[src/rtl/timer_game_pkg.sv]
// ============================================================================
// Module  : timer_game_pkg
// Brief   : Shared state encoding and digit/guard bounds for the timer game.
// Rev     : 1.0  initial release
// ============================================================================
`default_nettype none

package timer_game_pkg;

    typedef enum logic [2:0] {
        EDIT  = 3'd0,
        LOAD  = 3'd1,
        START = 3'd2,
        RUN   = 3'd3,
        BOOM  = 3'd4,
        SAFE  = 3'd5
    } state_e;

    localparam int MAX_TEN = 9;
    localparam int MAX_ONE = 9;
    localparam int GUARD_W = 4;

endpackage

`default_nettype wire

[src/rtl/bcd_digit_adj.sv]
// ============================================================================
// Module  : bcd_digit_adj
// Brief   : Combinational BCD digit step with wrap-around and force-to-zero.
// Rev     : 1.0  initial release
// ============================================================================
`default_nettype none

module bcd_digit_adj
    import timer_game_pkg::*;
#(
    parameter int MAX = MAX_ONE
) (
    input  logic [3:0] digit_i,
    input  logic       up_i,
    input  logic       down_i,
    input  logic       lockZero_i,
    output logic [3:0] digit_o
);

    always_comb begin
        digit_o = digit_i;
        if (lockZero_i) begin
            digit_o = 4'd0;
        end else if (up_i) begin
            digit_o = (digit_i >= 4'(MAX)) ? 4'd0 : digit_i + 4'd1;
        end else if (down_i) begin
            digit_o = (digit_i == 4'd0) ? 4'(MAX) : digit_i - 4'd1;
        end
    end

endmodule

`default_nettype wire

[src/rtl/timer_setup_ctrl.sv]
// ============================================================================
// Module  : timer_setup_ctrl
// Brief   : Digit entry, timer load/start and outcome latch for the bomb timer.
//           Optional edit blink enabled by macro TIMER_SETUP_BLINK_EN.
// Rev     : 1.0  initial release
// ============================================================================
`default_nettype none

module timer_setup_ctrl
    import timer_game_pkg::*;
#(
    parameter int DEFAULT_TEN  = 3,
    parameter int DEFAULT_ONE  = 0,
    parameter int GUARD_CYCLES = 2,
    parameter int BLINK_DIV    = 50000000
) (
    input  logic       clk,
    input  logic       rst,
    input  logic       btnUp,
    input  logic       btnDown,
    input  logic       btnSel,
    input  logic       btnArm,
    input  logic       btnAbort,
    input  logic       defuse,
    input  logic       timeOutCTRL,
    output logic [3:0] userDigitTEN,
    output logic [3:0] userDigitONE,
    output logic       timerReconfigTEN_ONE,
    output logic       enable,
    output logic       editSel,
    output logic       armed,
    output logic       exploded,
    output logic       defused,
    output logic [1:0] blinkMask
);

    localparam logic [3:0]         RST_TEN    = 4'(DEFAULT_TEN);
    localparam logic [3:0]         RST_ONE    = (DEFAULT_TEN == MAX_TEN) ? 4'd0 : 4'(DEFAULT_ONE);
    localparam logic [GUARD_W-1:0] GUARD_LOAD = GUARD_W'(GUARD_CYCLES);

    state_e             state_q, state_d;
    logic [3:0]         ten_q, ten_d;
    logic [3:0]         one_q, one_d;
    logic               sel_q, sel_d;
    logic [GUARD_W-1:0] guard_q, guard_d;
    logic               edit_up, edit_down;
    logic               ten_up, ten_down, one_up, one_down;
    logic               reconfig_q, enable_q, armed_q, exploded_q, defused_q;

    always_comb begin
        state_d   = state_q;
        sel_d     = sel_q;
        edit_up   = 1'b0;
        edit_down = 1'b0;
        case (state_q)
            EDIT: begin
                if (btnAbort) begin
                    sel_d = 1'b0;
                end else if (btnArm) begin
                    if ((ten_q != 4'd0) || (one_q != 4'd0)) begin
                        state_d = LOAD;
                    end
                end else if (btnSel) begin
                    sel_d = ~sel_q;
                end else if (btnUp) begin
                    edit_up = 1'b1;
                end else if (btnDown) begin
                    edit_down = 1'b1;
                end
            end
            LOAD, START: begin
                if (btnAbort) begin
                    state_d = EDIT;
                    sel_d   = 1'b0;
                end else begin
                    state_d = (state_q == LOAD) ? START : RUN;
                end
            end
            RUN: begin
                if (btnAbort) begin
                    state_d = EDIT;
                    sel_d   = 1'b0;
                end else if (defuse) begin
                    state_d = SAFE;
                end else if (timeOutCTRL && (guard_q == '0)) begin
                    state_d = BOOM;
                end
            end
            BOOM, SAFE: begin
                if (btnAbort) begin
                    state_d = EDIT;
                    sel_d   = 1'b0;
                end
            end
            default: begin
                state_d = EDIT;
                sel_d   = 1'b0;
            end
        endcase
    end

    // The timer's timeout is stale for a few cycles after enable rises.
    always_comb begin
        guard_d = guard_q;
        if ((state_d == RUN) && (state_q != RUN)) begin
            guard_d = GUARD_LOAD;
        end else if (guard_q != '0) begin
            guard_d = guard_q - GUARD_W'(1);
        end
    end

    assign ten_up   = edit_up   & ~sel_q;
    assign ten_down = edit_down & ~sel_q;
    assign one_up   = edit_up   &  sel_q & (ten_q != 4'(MAX_TEN));
    assign one_down = edit_down &  sel_q & (ten_q != 4'(MAX_TEN));

    bcd_digit_adj #(.MAX(MAX_TEN)) u_ten_adj (
        .digit_i    (ten_q),
        .up_i       (ten_up),
        .down_i     (ten_down),
        .lockZero_i (1'b0),
        .digit_o    (ten_d)
    );

    // Forcing ones to zero whenever tens is 9 keeps 91-99 unreachable.
    bcd_digit_adj #(.MAX(MAX_ONE)) u_one_adj (
        .digit_i    (one_q),
        .up_i       (one_up),
        .down_i     (one_down),
        .lockZero_i (ten_d == 4'(MAX_TEN)),
        .digit_o    (one_d)
    );

    always_ff @(posedge clk) begin
        if (rst) begin
            state_q    <= EDIT;
            ten_q      <= RST_TEN;
            one_q      <= RST_ONE;
            sel_q      <= 1'b0;
            guard_q    <= '0;
            reconfig_q <= 1'b0;
            enable_q   <= 1'b0;
            armed_q    <= 1'b0;
            exploded_q <= 1'b0;
            defused_q  <= 1'b0;
        end else begin
            state_q    <= state_d;
            ten_q      <= ten_d;
            one_q      <= one_d;
            sel_q      <= sel_d;
            guard_q    <= guard_d;
            reconfig_q <= (state_d == LOAD);
            enable_q   <= (state_d == START) || (state_d == RUN);
            armed_q    <= (state_d == RUN);
            exploded_q <= (state_d == BOOM);
            defused_q  <= (state_d == SAFE);
        end
    end

    assign userDigitTEN         = ten_q;
    assign userDigitONE         = one_q;
    assign editSel              = sel_q;
    assign timerReconfigTEN_ONE = reconfig_q;
    assign enable               = enable_q;
    assign armed                = armed_q;
    assign exploded             = exploded_q;
    assign defused              = defused_q;

`ifdef TIMER_SETUP_BLINK_EN
    localparam int BLINK_W = $clog2(BLINK_DIV + 1);

    logic [BLINK_W-1:0] blink_cnt_q, blink_cnt_d;
    logic               phase_q, phase_d;
    logic [1:0]         blink_q;

    // Restart the phase on edits so the changed digit shows at once.
    always_comb begin
        blink_cnt_d = blink_cnt_q + BLINK_W'(1);
        phase_d     = phase_q;
        if (btnUp || btnDown) begin
            blink_cnt_d = '0;
            phase_d     = 1'b0;
        end else if (blink_cnt_q == BLINK_W'(BLINK_DIV - 1)) begin
            blink_cnt_d = '0;
            phase_d     = ~phase_q;
        end
    end

    always_ff @(posedge clk) begin
        if (rst) begin
            blink_cnt_q <= '0;
            phase_q     <= 1'b0;
            blink_q     <= 2'b00;
        end else begin
            blink_cnt_q <= blink_cnt_d;
            phase_q     <= phase_d;
            blink_q     <= (state_d != EDIT) ? 2'b00 :
                           (sel_d ? {1'b0, phase_d} : {phase_d, 1'b0});
        end
    end

    assign blinkMask = blink_q;
`else
    assign blinkMask = {2{BLINK_DIV < 0}};
`endif

endmodule

`default_nettype wire

[config.mk]
export PLATFORM = sky130hd
export DESIGN_NAME = timer_setup_ctrl
export DESIGN_NICKNAME = d
export VERILOG_FILES = /design/src/rtl/timer_game_pkg.sv /design/src/rtl/bcd_digit_adj.sv /design/src/rtl/timer_setup_ctrl.sv
export SDC_FILE = /design/constraint.sdc
export NUM_CORES = 1
export LEC_CHECK = 0
export CELL_PAD_IN_SITES_DETAIL_PLACEMENT = 0
export CELL_PAD_IN_SITES_GLOBAL_PLACEMENT = 1
export CORE_UTILIZATION = 39
export CTS_CLUSTER_SIZE = 8
export DETAILED_ROUTE_END_ITERATION = 8
export PLACE_DENSITY = 0.82
export SETUP_SLACK_MARGIN = 0.2
export SLEW_MARGIN = 20
export SYNTH_ARGS = -nofsm -noshare
export SYNTH_HDL_FRONTEND = slang
export SYNTH_SLANG_ARGS = --single-unit
export TNS_END_PERCENT = 50
[constraint.sdc]
create_clock -name clk -period 2.6 [get_ports clk]
set_clock_uncertainty 0.1 [all_clocks]
set_input_delay 0.39 -clock clk [delete_from_list [all_inputs] [get_ports clk]]
set_output_delay 0.39 -clock clk [all_outputs]
set_load 0.05 [all_outputs]
==> results of run 1 <==
state kept, by name, summed over array words and instances, names as in the netlist:
name and count:
guard_q 4, userDigitONE 4, userDigitTEN 4, state_q 3
armed 1, defused 1, editSel 1, enable 1
exploded 1, timerReconfigTEN_ONE 1
power groups by stage:
stage          Combinational, mW  Clock [mW]  Sequential (mW)
2_1_floorplan             0.0670           0            0.355
3_3_place_gp               0.113           0            0.344
3_5_place_dp               0.115           0            0.344
4_1_cts                    0.116       0.216            0.337
5_1_grt                    0.124       0.228            0.338
6_report                   0.116       0.206            0.337
final timing paths:
path | from | end | cells after the start
hold / removal | guard_q[0] | guard_q[0] | 1
setup / recovery | userDigitTEN[0] | userDigitONE[3] | 7
hold reg to reg | guard_q[0] | guard_q[0] | 1
setup reg to reg | userDigitTEN[0] | userDigitONE[3] | 7
layer usage:
| metal | vias to the layer above | global-route usage (%) | part of all wire (%) |
|---|---|---|---|
| met2 | 51 | 28.94 | 47 |
| met5 | - | 0 | 0 |
| met3 | 6 | 3.650 | 6.0 |
| met1 | 598 | 20.81 | 45 |
| met4 | 0 | 4.942 | 1.8 |
| li1 | 649 | - | - |
cell usage after synthesis, drive strengths merged (2+ instances only):
master	n	area share, %
a41oi	2	1.2
buf	7	3.6
nor4b	2	1.7
nor3b	3	1.6
a31oi	3	1.3
nor4	2	1.9
o21ai	13	4.8
a21oi	10	3.7
or4	2	1.0
o22ai	2	0.87
a211oi	6	4.0
nand3	2	0.70
o21bai	2	1.0
ha	6	5.2
inv	11	2.9
dfxtp	21	29
o31ai	5	4.5
nor2	13	3.4
nand2	7	1.8
or3b	4	2.8
nor3	8	3.9
nand2b	4	1.7
or2	2	0.87
nor2b	3	1.3
clkbuf	3	0.78
cells by family (layout without fill, tap and decap cells):
family / Yosys count / count (layout) / share of synthesized area, %
simple gates: 59 / 59 / 26.83
other cells: 1 / 2 / 0.2611
mux: 1 / 1 / 0.6969
xor+xnor: 1 / 1 / 0.6099
flops: 21 / 21 / 29.27
compound gates: 56 / 56 / 29.88
buf+inv: 21 / 40 / 7.229
fa+ha+maj: 6 / 6 / 5.226
cells in the final DEF, fill, tap and decap left out, types with 2 or more instances in the layout:
cell / n
a211oi_1: 5
or4_1: 2
o21bai_1: 2
nand3_1: 2
o31ai_4: 2
or2_2: 2
o22ai_1: 2
o31ai_1: 3
inv_1: 11
or3b_1: 2
conb_1: 2
buf_4: 3
nand2b_1: 4
nor2_1: 13
a21oi_1: 9
a31oi_1: 3
ha_1: 6
nor3_1: 6
a41oi_1: 2
nor2b_1: 3
o21ai_0: 12
nor3b_1: 3
clkdlybuf4s50_1: 22
or3b_4: 2
dfxtp_1: 21
clkbuf_8: 3
nand2_1: 7
layout make-up:
| class | count | area share (%) |
|---|---|---|
| clock inverter | 1 | 0.2903 |
| inverter | 11 | 2.395 |
| multi-input combinational | 125 | 53.12 |
| clock buffer | 3 | 2.395 |
| timing repair buffer | 25 | 14.08 |
| sequential | 21 | 24.38 |
| tap | 46 | 3.338 |
worst max-delay path: stages, from the launching register on:
cell and delay (ps):
dfxtp_1 380, inv_1 150, ha_1 280, or3b_4 430, and3_4 190, o31a_1 270, a211oi_4 240, a211oi_1 120
==> impl_metrics.toml, run 1 <==
[cts]
cts_buffer_depth = 2
cts_tree = "yes"
ctsHoldBuffers = 0
cts_made_buffers = 3
clockRootBuffer = "clkbuf_8"
post_cts_resized = 0
insertion_delay_ps = 250
clock_sinks = 21
clk_pin_slew_ps = 70
htree_levels = 1
cts_setup_buffers = 0

[placement]
dp_slack_ps = 153.7
gp_congestion = 0.8636
dpl.cell_count = 228
portBuffers = 22
hpwl_um = 2456
place_area_um2 = 1678

[layout]
antenna_cells = 0
nFillCells = 329
syn2layout_area_growth_pct = 20.03
postLayoutCoreUtil_pct = 50.09
layout-drive-gt1-share_pct = 13.44
multi_input_area_um2 = 915.9
nets = 202
seq_area_um2 = 420.4
finalInstanceArea_um2 = 1724
stdcell_count = 232

[timing]
finalSetupViolations = 0
min_period_over_period_pct = 87.38
fin_setup_tns_ps = 0
drv_slew = 0
final.setup.worst_slack_ps = 328.1
whs_ps = 402.2
layout_min_cycle_time_ps = 2272
rsz0062_at_grt = "false"
max_freq_ghz = 0.4402
hold_violations = 0
slew_headroom_pct = 66.21
worst_slew_pin_slew_ps = 505.3

[setup_path]
end_kind = "flip-flop"
crit_type = "flip-flop to flip-flop"
cp_max_fo = 7
rrSetupSlack_ps = 330
crit_required_ps = 2620
cp-start-kind = "flip-flop"
worstPathArrival_ps = 2290

[floorplanning]
die_w_um = 62.69
fp.dieArea_um2 = 3929
rows = 21
initial_utilization_pct = 41.73
coreArea_um2 = 3442
die_h_um = 62.69
ios = 25

[routing]
vias = 1304
drc_errors = 0
routedWlPerCell_um = 14.12
drtAntennaViolNets = 0
drt_iter0_markers = 78
drtPass1Iterations = 4
viasPerCell = 5.621
wirelength_um = 3276

[run_status]
outcome = "finished, final reports clean"

[power_and_ir_drop]
p_int_mw = 0.4811
power_frac_clock_pct = 31.2
netSwitchingPower_mw = 0.1774
power.switching_fraction_pct = 26.94
p_per_area_nw_per_um2 = 381.9
ir_worst_vdd_mv = 0.2827
power.total_mw = 0.6585
combPwrFrac_pct = 17.7
power.share.sequential_pct = 51.1
p_leak_nw = 0.6274

[global_route]
overflow = 0
grt_max_degree = 14
antenna_found_initial = 0
grt_pass1_vias = 1206
grt_pass1_wl_um = 5382
grt_use_total_pct = 16.81

[yosys]
yosysSeqAreaShare_pct = 29.27
mappedNetlistArea_um2 = 1436
netlist_instances = 166
ys_types = 60
avgSynthCellArea_um2 = 8.653
ys_warn_count = 0
synth-edff-count = 0
ys_ff_latch = 21
ys.flop_type = "dfxtp_1"
synthArstFlopShare_pct = 0

[worst_hold_path]
hold_class = "flip-flop to flip-flop"

[run]
maxCapViolations = 0
No activity file was read; power rests on OpenSTA's default activity.
==> inputs of run 2 (changes only) <==
- CAP_MARGIN: unset -> 20
- CORE_UTILIZATION: 39 -> 46
- DONT_BUFFER_PORTS: unset -> 1
- PLACE_DENSITY: 0.82 -> 0.8
- clock period: 2.6 -> 2.1 ns (I/O delays scaled with it)
==> run 2 against run 1 <==
The run now ends with design-rule violations left. First-iteration DRC count shrank 18%. Sequential power grew 24%. Critical path depth is the same. Clock power shrank 6%. Die area shrank 15%. Via count shrank 1.9%. Cell count shrank 9.1%. Core utilization grew 7.9 points. Routed wire length grew 5.0%. Sequential cell count is the same. Critical endpoint unchanged. Largest power group unchanged.
==> impl_metrics.toml, run 2 (synthesis results as in run 1) <==
[run_status]
outcome = "finished with violations"
violations = "design-rule violations"

[routing]
topRoutingLayerUsed = "met4"
viasPerCell = 6.062
met2_length_um = 1733
wirelength_um = 3441
drtAntennaViolNets = 0
wl_met3_um = 258
drc_errors = 2
wl_met1_um = 1409
drt_iter0_markers = 64
routedWlPerCell_um = 16.31
vias = 1279
drtPass1Iterations = 6

[timing]
drv_slew = 0
max_freq_ghz = 0.4956
finalSetupViolations = 0
whs_ps = 21.29
hold_violations = 0
fin_setup_tns_ps = 0
final.setup.worst_slack_ps = 82.45
rsz0062_at_grt = "true"
slew_headroom_pct = 65.13
min_period_over_period_pct = 96.07
worst_slew_pin_slew_ps = 521.1
layout_min_cycle_time_ps = 2018

[layout]
postLayoutCoreUtil_pct = 57.98
layout_common_cells = "18 x buf_4, 15 x dfxtp_1, 13 x nor2_1, 11 x o21ai_0, 9 x inv_1"
antenna_cells = 0
nets = 196
syn2layout_area_growth_pct = 15.16
layout-drive-gt1-share_pct = 30.00
final_common_cell = "buf_4"

[global_route]
overflow = 0
grt_use_total_pct = 21.96
grt_max_degree = 18
antenna_found_initial = 0
grt_pass1_wl_um = 5720
grt_pass1_vias = 1286

[power_and_ir_drop]
p_leak_nw = 0.6168
ir_worst_vdd_mv = 0.3237
power.switching_fraction_pct = 28.68
p_int_mw = 0.5271
power.share.sequential_pct = 56.7
netSwitchingPower_mw = 0.2120
combPwrFrac_pct = 17.2
power_frac_clock_pct = 26.1
power.total_mw = 0.7391
p_per_area_nw_per_um2 = 446.8

[setup_path]
end_kind = "flip-flop"
cp.depth = 7
crit_type = "flip-flop to flip-flop"
cp_num_buf_inv = 1
r2r_end = "userDigitONE[3]"
cp_slowest_cell = "or3b_4"
reg2reg_from = "userDigitTEN[1]"
endpoint = "userDigitONE[3]"
cp-startpoint = "userDigitTEN[1]"
crit_required_ps = 2190
rrSetupSlack_ps = 80
worstPathCellList = "inv_4 -> ha_4 -> or3b_4 -> and3_4 -> o31a_1 -> a211oi_4 -> a211oi_1"
r2r_cells = 7
cp_max_fo = 4
slowest_delay_ps = 400
worstPathArrival_ps = 2110
cp-start-kind = "flip-flop"
cp_top_family = "compound AO/OA/AOI/OAI gates"

[cts]
htree_levels = 1
clk_pin_slew_ps = 120
clockRootBuffer = "clkbuf_4"
cts_buffer_depth = 2
cts_tree = "yes"
insertion_delay_ps = 300
cts_made_buffers = 3
clock_sinks = 21

[floorplanning]
rows = 19
fp.dieArea_um2 = 3350
initial_utilization_pct = 50.35
die_w_um = 57.88
die_h_um = 57.88
ios = 25
coreArea_um2 = 2853

[worst_hold_path]
hold_class = "input pin to flip-flop"
hold_path_depth = 1

[placement]
portBuffers = 0
hpwl_um = 2426
gp_congestion = 0.8874
dp_slack_ps = 62.56

[run]
maxCapViolations = 0
[run 2: metal layers]
metal	up-vias	GRT usage (%)
li1	635	-
met1	588	27.62
met2	51	38.92
met3	5	2.902
met4	0	6.803
met5	-	0
[run 2: through the flow]
step                      area, µm²  cells
after detailed placement       1549    200
after floorplan                1483    167
after CTS                      1633    210
after global routing           1654    211
final                          1654    211
after global placement         1549    200
[run 2: layout make-up]
cell class,count,area (µm²)
Fill cell,249,1199
Clock buffer,3,22.52
Sequential cell,21,432.9
Clock inverter,1,5.005
Timing Repair Buffer,19,145.1
Inverter,11,46.29
Multi-Input combinational cell,125,963.4
Tap cell,31,38.79
[run 2: worst min-delay path by stage]
stage / from / endpoint / slack, ps
after detailed placement: rst / userDigitONE[0] / 280
after floorplan: btnArm / timerReconfigTEN_ONE / 340
after global placement: rst / userDigitTEN[3] / 280
after CTS: rst / userDigitTEN[1] / 20
after global routing: rst / userDigitTEN[1] / 20
final: rst / userDigitTEN[1] / 20
[run 2: power by group through the flow]
stage	Clock, mW	Combinational (mW)	Sequential, mW
2_1_floorplan	0	0.0854	0.440
3_3_place_gp	0	0.108	0.429
3_5_place_dp	0	0.108	0.430
4_1_cts	0.199	0.120	0.419
5_1_grt	0.214	0.138	0.421
6_report	0.193	0.127	0.419
[run 2: timing repair]
action | in CTS | in global routing
hold buffers | 1 | 0
gates resized for setup | 1 | 5
endpoints found under the hold margin | 6 | 0
pin swaps | 0 | 1
endpoints found under the setup margin | 8 | 10
setup buffers | 5 | 1
==> inputs of run 3 (changes only) <==
- PLACE_DENSITY: 0.8 -> unset
- PLACE_DENSITY_LB_ADDON: unset -> 0.1
==> run 3 against run 2 <==
The run still ends with design-rule violations left. First-iteration DRC count up 58%. Power hardly changed. Register-to-register slack worse by 30 ps.
==> impl_metrics.toml, run 3 (synthesis results as in run 1) <==
[timing]
drv_slew = 0
max_freq_ghz = 0.4873
hold_violations = 0
finalSetupViolations = 0
worst_slew_pin_slew_ps = 515.9
fin_setup_tns_ps = 0
min_period_over_period_pct = 97.73
rsz0062_at_grt = "true"
layout_min_cycle_time_ps = 2052
slew_headroom_pct = 65.40

[run]
maxCapViolations = 0

[setup_path]
crit_type = "flip-flop to flip-flop"
crit_required_ps = 2170
cp_max_fo = 4
worstPathArrival_ps = 2130
end_kind = "flip-flop"
cp-start-kind = "flip-flop"
rrSetupSlack_ps = 50

[run_status]
outcome = "finished with violations"
violations = "design-rule violations"

[floorplanning]
die_w_um = 57.88
fp.dieArea_um2 = 3350
initial_utilization_pct = 50.35
die_h_um = 57.88
rows = 19
ios = 25
coreArea_um2 = 2853

[power_and_ir_drop]
p_per_area_nw_per_um2 = 434.1
power.total_mw = 0.7386
p_leak_nw = 0.6417
ir_worst_vdd_mv = 0.3082

[placement]
place_area_um2 = 1564
portBuffers = 0
gp_congestion = 0.8622
hpwl_um = 2388

[worst_hold_path]
hold_class = "input pin to flip-flop"

[cts]
cts_tree = "yes"
cts_made_buffers = 3
clockRootBuffer = "clkbuf_4"
clock_sinks = 21
insertion_delay_ps = 300
clk_pin_slew_ps = 120
htree_levels = 1
cts_buffer_depth = 2

[global_route]
overflow = 0
antenna_found_initial = 0
grt_pass1_wl_um = 5775
grt_max_degree = 18
grt_pass1_vias = 1248
grt_use_total_pct = 22.22

[layout]
final_common_cell = "buf_4"
layout_common_cells = "21 x buf_4, 15 x dfxtp_1, 13 x nor2_1, 12 x o21ai_0, 9 x inv_1"
layout-drive-gt1-share_pct = 31.35
finalInstanceArea_um2 = 1702
nets = 201
antenna_cells = 0
syn2layout_area_growth_pct = 18.47

[routing]
vias = 1299
drc_errors = 1
drt_iter0_markers = 101
drtPass1Iterations = 6
viasPerCell = 6.014
routedWlPerCell_um = 15.85
drtAntennaViolNets = 0
wirelength_um = 3424
[run 3: cell types whose count changed in the layout (fill, tap and decap cells not counted)]
cell           before  now
buf_6               0    1
buf_4              18   21
o21ai_1             1    0
nor4_2              0    1
dlygate4sd3_1       1    2
nand2_2             1    0
nor4_1              1    0
nand2_1             6    7
o21ai_0            11   12
[run 3: stage by stage]
stage	worst slack, ps	hold WS, ps	utilization, %	instances
6_report	47.70	34.54	59.65	216
5_1_grt	-65.44	8.547	59.65	216
4_1_cts	33.44	8.567	58.16	214
3_5_place_dp	72.02	284.5	54.82	202
3_3_place_gp	111.6	283.2	54.82	202
2_1_floorplan	67.20	343.4	-	167
[run 3: layer usage]
layer / wire [µm] / GRT usage [%]
met1: 1568 / 29.21
met2: 1669 / 37.77
met3: 157 / 3.571
met4: 28 / 6.122
met5: 0 / 0
[run 3: cell type report]
type | instances | area [µm²]
Fill cell | 271 | 1151
Multi-Input combinational cell | 125 | 967.2
Sequential cell | 21 | 432.9
Timing Repair Buffer | 24 | 188.9
Inverter | 11 | 46.29
Tap cell | 31 | 38.79
Clock buffer | 3 | 22.52
Clock inverter | 1 | 5.005
[run 3: critical path, stage by stage, from the launching register on]
cell and delay (ps):
dfxtp_4 370, inv_4 70, ha_4 150, or3b_4 390, buf_6 130, mux2i_1 130
nand3_1 150, a211oi_4 320, a211oi_1 110
[run 3: what timing repair did]
action | 4_1_cts | 5_1_grt
hold buffers | 1 | 1
endpoints found under the hold margin | 6 | 1
cloned | 0 | 0
setup buffers | 7 | 1
pin swaps | 7 | 10
setup endpoints to repair | 8 | 9
resized for setup | 1 | 5
[run 3: path summary, 6_finish.rpt]
path | from | endpoint | depth (start not counted)
worst max-delay path | userDigitTEN[1] | userDigitONE[0] | 8
worst min-delay path | rst | userDigitTEN[0] | 1
worst max register to register | userDigitTEN[1] | userDigitONE[0] | 8
worst min register to register | guard_q[3] | guard_q[3] | 2
[run 3: power by group]
part           internal [mW]  leakage [nW]  switching (mW)
Sequential             0.404         0.172          0.0143
Clock                 0.0709        0.0177           0.120
Combinational         0.0545         0.452          0.0748
Total                  0.529         0.642           0.209
==> patch 1: new RTL, flow settings as in run 2 <==
Re-encode `state_e` (6 states) as one-hot, 6 bits wide.
--- a/src/rtl/timer_game_pkg.sv
+++ b/src/rtl/timer_game_pkg.sv
@@ -9,9 +9,9 @@
 
-    typedef enum logic [2:0] {
-        EDIT  = 3'd0,
-        LOAD  = 3'd1,
-        START = 3'd2,
-        RUN   = 3'd3,
-        BOOM  = 3'd4,
-        SAFE  = 3'd5
+    typedef enum logic [5:0] {
+        EDIT  = 6'b000001,
+        LOAD  = 6'b000010,
+        START = 6'b000100,
+        RUN   = 6'b001000,
+        BOOM  = 6'b010000,
+        SAFE  = 6'b100000
     } state_e;
Check against the original RTL: no difference found for any inputs over 10 cycles, from zero or initial values and one cycle with rst high; not proved beyond that.
==> patch 1 against run 2 <==
The flow finishes with violations (hold timing, setup timing). Count of clock-buffer cells in the layout up 1. Final area up 23%. Critical path type unchanged. Synthesized area up 4.7%. Power up 20%. Sequential cell count up 3. Via count up 18%. Worst setup slack worse by 0.34 ns. Wire length up 11%. Worst hold slack worse by 0.10 ns. Synthesized cell count up 12%. Critical endpoint is now userDigitONE[2].
==> patch 1: results (changes against run 2) <==
Iter 0 DRT Violations = 68 (+6.3%)
pre-CTS worst setup slack = -0.345 ns (-0.407 ns)
dpl hpwl = 2870 um (+18%)
Hold Path Sink = userDigitTEN[2]
Post-route DRC = 0 (-2)
Post-Route WL = 3830 um (+11%)
clk slew on worst S/H paths = 0.14 ns (+0.02 ns)
cell family with most CP delay = simple AND/OR/NAND/NOR gates
FILL cells = 274 (+10%)
# setup viols final = 4 (+4)
status = complete, but fails checks
top cells by count, synth = 24 x dfxtp_1, 20 x nor2_1, 14 x o21ai_0
Worst Setup Slack, final = -0.259 ns (-0.342 ns)
TritonRoute pass-1 iters = 4 (-2)
clk_lat worst skew = 0.33 ns (+0.03 ns)
P_leak = 0.775 nW (+26%)
largest net degree at the start of global routing = 14 (-4)
vias per cell = 5.72 (-5.6%)
violated checks = hold timing, setup timing
Total Routing Usage GR = 23.6% (+1.7 points)
reg2reg path depth = 6 (-1)
worst-path fanout max = 3 (-1)
Yosys cell types = 52 (-13%)
Final Hold Viols = 8 (+8)
CP arrival = 2.52 ns (+0.41 ns)
layout cells sized above 1 = 38.2% (+8.2 points)
global-route wire length before repair = 6310 um (+10%)
main area contributors after synthesis = dfxtp_1 32%, ha_1 5.0%, nor2_1 5.0%
hold_ws = -0.0789 ns (-0.100 ns)
Peak VDD IR = 0.000193 V (-40%)
Routability Congestion = 0.879 (-0.90%)
Worst path slowest cell = or4b_4
Worst R2R End = userDigitONE[2]
## patch 1: cell count changes after synthesis, sizes merged, moves of 4 or more
cell    change
a211oi      -5
clkbuf      +4
nor2        +8
nor3        +4
## patch 1: worst register-to-register path: cells and delay by family, from the launching register on
kind             cells  cell delay (ns)
AO/OA/AOI/OAI        1             0.26
AND/OR/NAND/NOR      4             1.30
multiplexers         1             0.30
flip-flops           1             0.34
## patch 1: metal layers
layer	vias to the layer above	routed length [um]	global-route usage (%)
li1	749	-	-
met1	715	1590	27.3
met2	40	1960	41.3
met3	6	223	6.33
met4	0	50	8.84
met5	-	0	0
## patch 1: through the flow
| step | total power, mW | TNS [ns] | hold slack [ns] | area (um2) | cells |
|---|---|---|---|---|---|
| 2_1_floorplan | 0.578 | -1.24 | 0.354 | 1550 | 187 |
| 3_3_place_gp | 0.610 | -0.964 | 0.285 | 1820 | 257 |
| 3_5_place_dp | 0.611 | -1.20 | 0.285 | 1820 | 257 |
| 4_1_cts | 0.866 | -1.07 | -0.0748 | 1940 | 264 |
| 5_1_grt | 0.922 | -1.26 | -0.0932 | 2030 | 264 |
| 6_report | 0.887 | -0.932 | -0.0789 | 2030 | 264 |
## patch 1: worst max path at each step
stage	end	cells past startpoint	slack, ns
2_1_floorplan	userDigitONE[2]	7	-0.34
3_3_place_gp	userDigitONE[3]	6	-0.26
3_5_place_dp	userDigitONE[2]	6	-0.34
4_1_cts	userDigitONE[2]	6	-0.30
5_1_grt	userDigitONE[0]	6	-0.34
6_report	userDigitONE[2]	6	-0.26
## patch 1: final cells by class
type                            count  area (um2)  area share (%)
Timing Repair Buffer               40         323            15.9
Tap cell                           44        55.1            2.71
Sequential cell                    24         493            24.3
Inverter                            8        32.5            1.60
Clock buffer                        4        36.3            1.79
Multi-Input combinational cell    144        1090            53.7
## patch 1: timing repair
item / 4_1_cts / 5_1_grt
pin swaps: 9 / 12
hold endpoints to repair: 7 / 9
buffers inserted: 3 / 0
gates resized for setup: 16 / 24
setup endpoints to repair: 12 / 14
## patch 1: logic make-up after synthesis
| family | count (synthesis) | synth area share (%) |
|---|---|---|
| other cells | 1 | 0.249 |
| mux | 3 | 2.08 |
| flops | 24 | 31.9 |
| simple gates | 81 | 31.9 |
| xor+xnor | 2 | 1.16 |
| fa+ha+maj | 6 | 4.99 |
| compound gates | 50 | 21.7 |
| buf+inv | 19 | 5.91 |
## patch 1: power by group
part | switching [mW] | internal [mW] | leakage, nW | total [mW]
clock network | 0.146 | 0.106 | 0.0210 | 0.252
logic | 0.0912 | 0.0744 | 0.558 | 0.166
registers | 0.00865 | 0.461 | 0.196 | 0.469
==> patch 2: new RTL, flow settings as in run 2 <==
Made on the original files. Change the package constant `GUARD_W` from 4 to 6.
--- a/src/rtl/timer_game_pkg.sv
+++ b/src/rtl/timer_game_pkg.sv
@@ -20,3 +20,3 @@
     localparam int MAX_ONE = 9;
-    localparam int GUARD_W = 4;
+    localparam int GUARD_W = 6;
 
Behaviour: no difference found for any inputs over 4 cycles, from zero or initial values and one cycle with rst high; that may be too few to reach the edited logic, so the function may still have changed.
==> patch 2 against run 2 <==
The flow finishes with violations (hold timing). Core utilization is 2.6 points higher. Maximum frequency increased by 0.90%. Critical path depth fell by 2. Wire length increased by 6.9%. Worst setup slack improved by 0.018 ns. Synthesized area up 2.6%. Sequential cell count is 2 higher. Final area increased by 12%.
Power is not compared: it rests on default switching activity, and its combinational part moved more than twofold at a synthesized area within 25%.
==> patch 2: results (changes against run 2) <==
clk slew on worst S/H paths = 0.12 ns (about the same)
violated checks = hold timing
status = complete, but fails checks
worst-path fanout max = 5 (+1)
largest net degree at the start of global routing = 18 (unchanged)
Worst R2R Setup Slack = 0.10 ns (+0.02 ns)
FILL cells = 279 (+12%)
Total Routing Usage GR = 22.5% (+0.55 points)
top cells by count, synth = 23 x dfxtp_1, 19 x nor2_1, 11 x inv_1
Yosys cell types = 51 (-15%)
Worst R2R End = userDigitONE[1]
Hold Path Sink = editSel
Peak VDD IR = 0.000660 V
main area contributors after synthesis = dfxtp_1 31%, ha_1 6.8%, nor2_1 4.8%
Final Hold Viols = 14 (+14)
placed cell areas = 1700 um2 (+9.9%)
dpl hpwl = 2750 um (+13%)
Worst Setup SP = editSel
Post-route DRC = 0 (-2)
hold_ws = -0.0510 ns (-0.0723 ns)
vias in the first global route = 1280 (-0.47%)
Iter 0 DRT Violations = 58 (-9.4%)
reg2reg path depth = 5 (-2)
final instance area = 1850 um2 (+12%)
Post-Route WL = 3680 um (+6.9%)
TritonRoute pass-1 iters = 4 (-2)
sequential fraction of the synthesis area = 31.2% (+2.0 points)
Nets = 218 (+11%)
global-route wire length before repair = 5930 um (+3.7%)
Vias = 1413 (+10%)
# diodes = 0 (unchanged)
-- patch 2: cell count changes after synthesis, moves of 4 or more --
cell | run 2 | this run
xnor2_1 | 1 | 5
nor2_1 | 13 | 19
o21ai_0 | 12 | 8
or3_1 | 1 | 5
-- patch 2: what timing repair did --
action | in CTS | in global routing
gates resized for setup | 6 | 10
buffers inserted | 5 | 1
hold endpoints to repair | 14 | 14
pin swaps | 4 | 2
endpoints found under the setup margin | 10 | 10
-- patch 2: final cells by class --
| type | count | area share [%] |
|---|---|---|
| clock buffer | 4 | 1.42 |
| inverter | 11 | 2.23 |
| timing repair buffer | 25 | 10.1 |
| sequential | 23 | 25.6 |
| multi-input combinational | 137 | 57.6 |
| tap | 44 | 2.97 |
-- patch 2: metal layers --
metal  global-route usage (%)  vias up  share of wire [%]
li1                         -      693                  -
met1                     27.6      670                 43
met2                     39.7       46                 51
met3                     5.49        4                5.2
met4                     5.10        0                1.4
met5                        0        -                  0
-- patch 2: report_power, final --
part / internal, mW / switching, mW / leakage, nW / total, mW
Clock: 0.0742 / 0.131 / 0.0150 / 0.205
Sequential: 0.500 / 0.0640 / 0.189 / 0.564
Combinational: 0.242 / 0.251 / 0.499 / 0.494
-- patch 2: worst max-delay path by stage --
stage | slack, ns | cells past startpoint | endpoint
final | 0.10 | 5 | userDigitONE[1]
after global routing | 0.04 | 5 | userDigitONE[3]
after CTS | 0.08 | 7 | userDigitONE[0]
after detailed placement | -0.04 | 5 | userDigitONE[0]
after global placement | -0.008 | 5 | userDigitONE[0]
after floorplan | 0.04 | 5 | userDigitONE[0]
-- patch 2: stage by stage --
step                power, mW  setup WS (ns)  hold slack (ns)  TNS [ns]  std cells
finish                   1.26          0.100          -0.0510         0        244
global route             1.35         0.0433          -0.0653         0        244
global placement         1.02       -0.00803            0.280   -0.0108        234
CTS                      1.25         0.0787          -0.0543         0        243
floorplan               0.932         0.0353            0.279         0        179
detailed placement       1.04        -0.0359            0.281    -0.112        234
-- patch 2: logic make-up after synthesis --
group / count (synthesis) / synth area share, %
fa+ha+maj: 8 / 6.79
mux: 4 / 2.89
xor+xnor: 7 / 4.16
other cells: 1 / 0.254
buf+inv: 19 / 5.43
flops: 23 / 31.2
simple gates: 78 / 31.3
compound gates: 38 / 17.9
-- patch 2: critical path: stages (launching register included) --
cell,delay [ns]
dfxtp_4,0.36
or4_4,0.45
o31ai_1,0.34
o221ai_2,0.18
nor4b_4,0.37
nor3_1,0.08
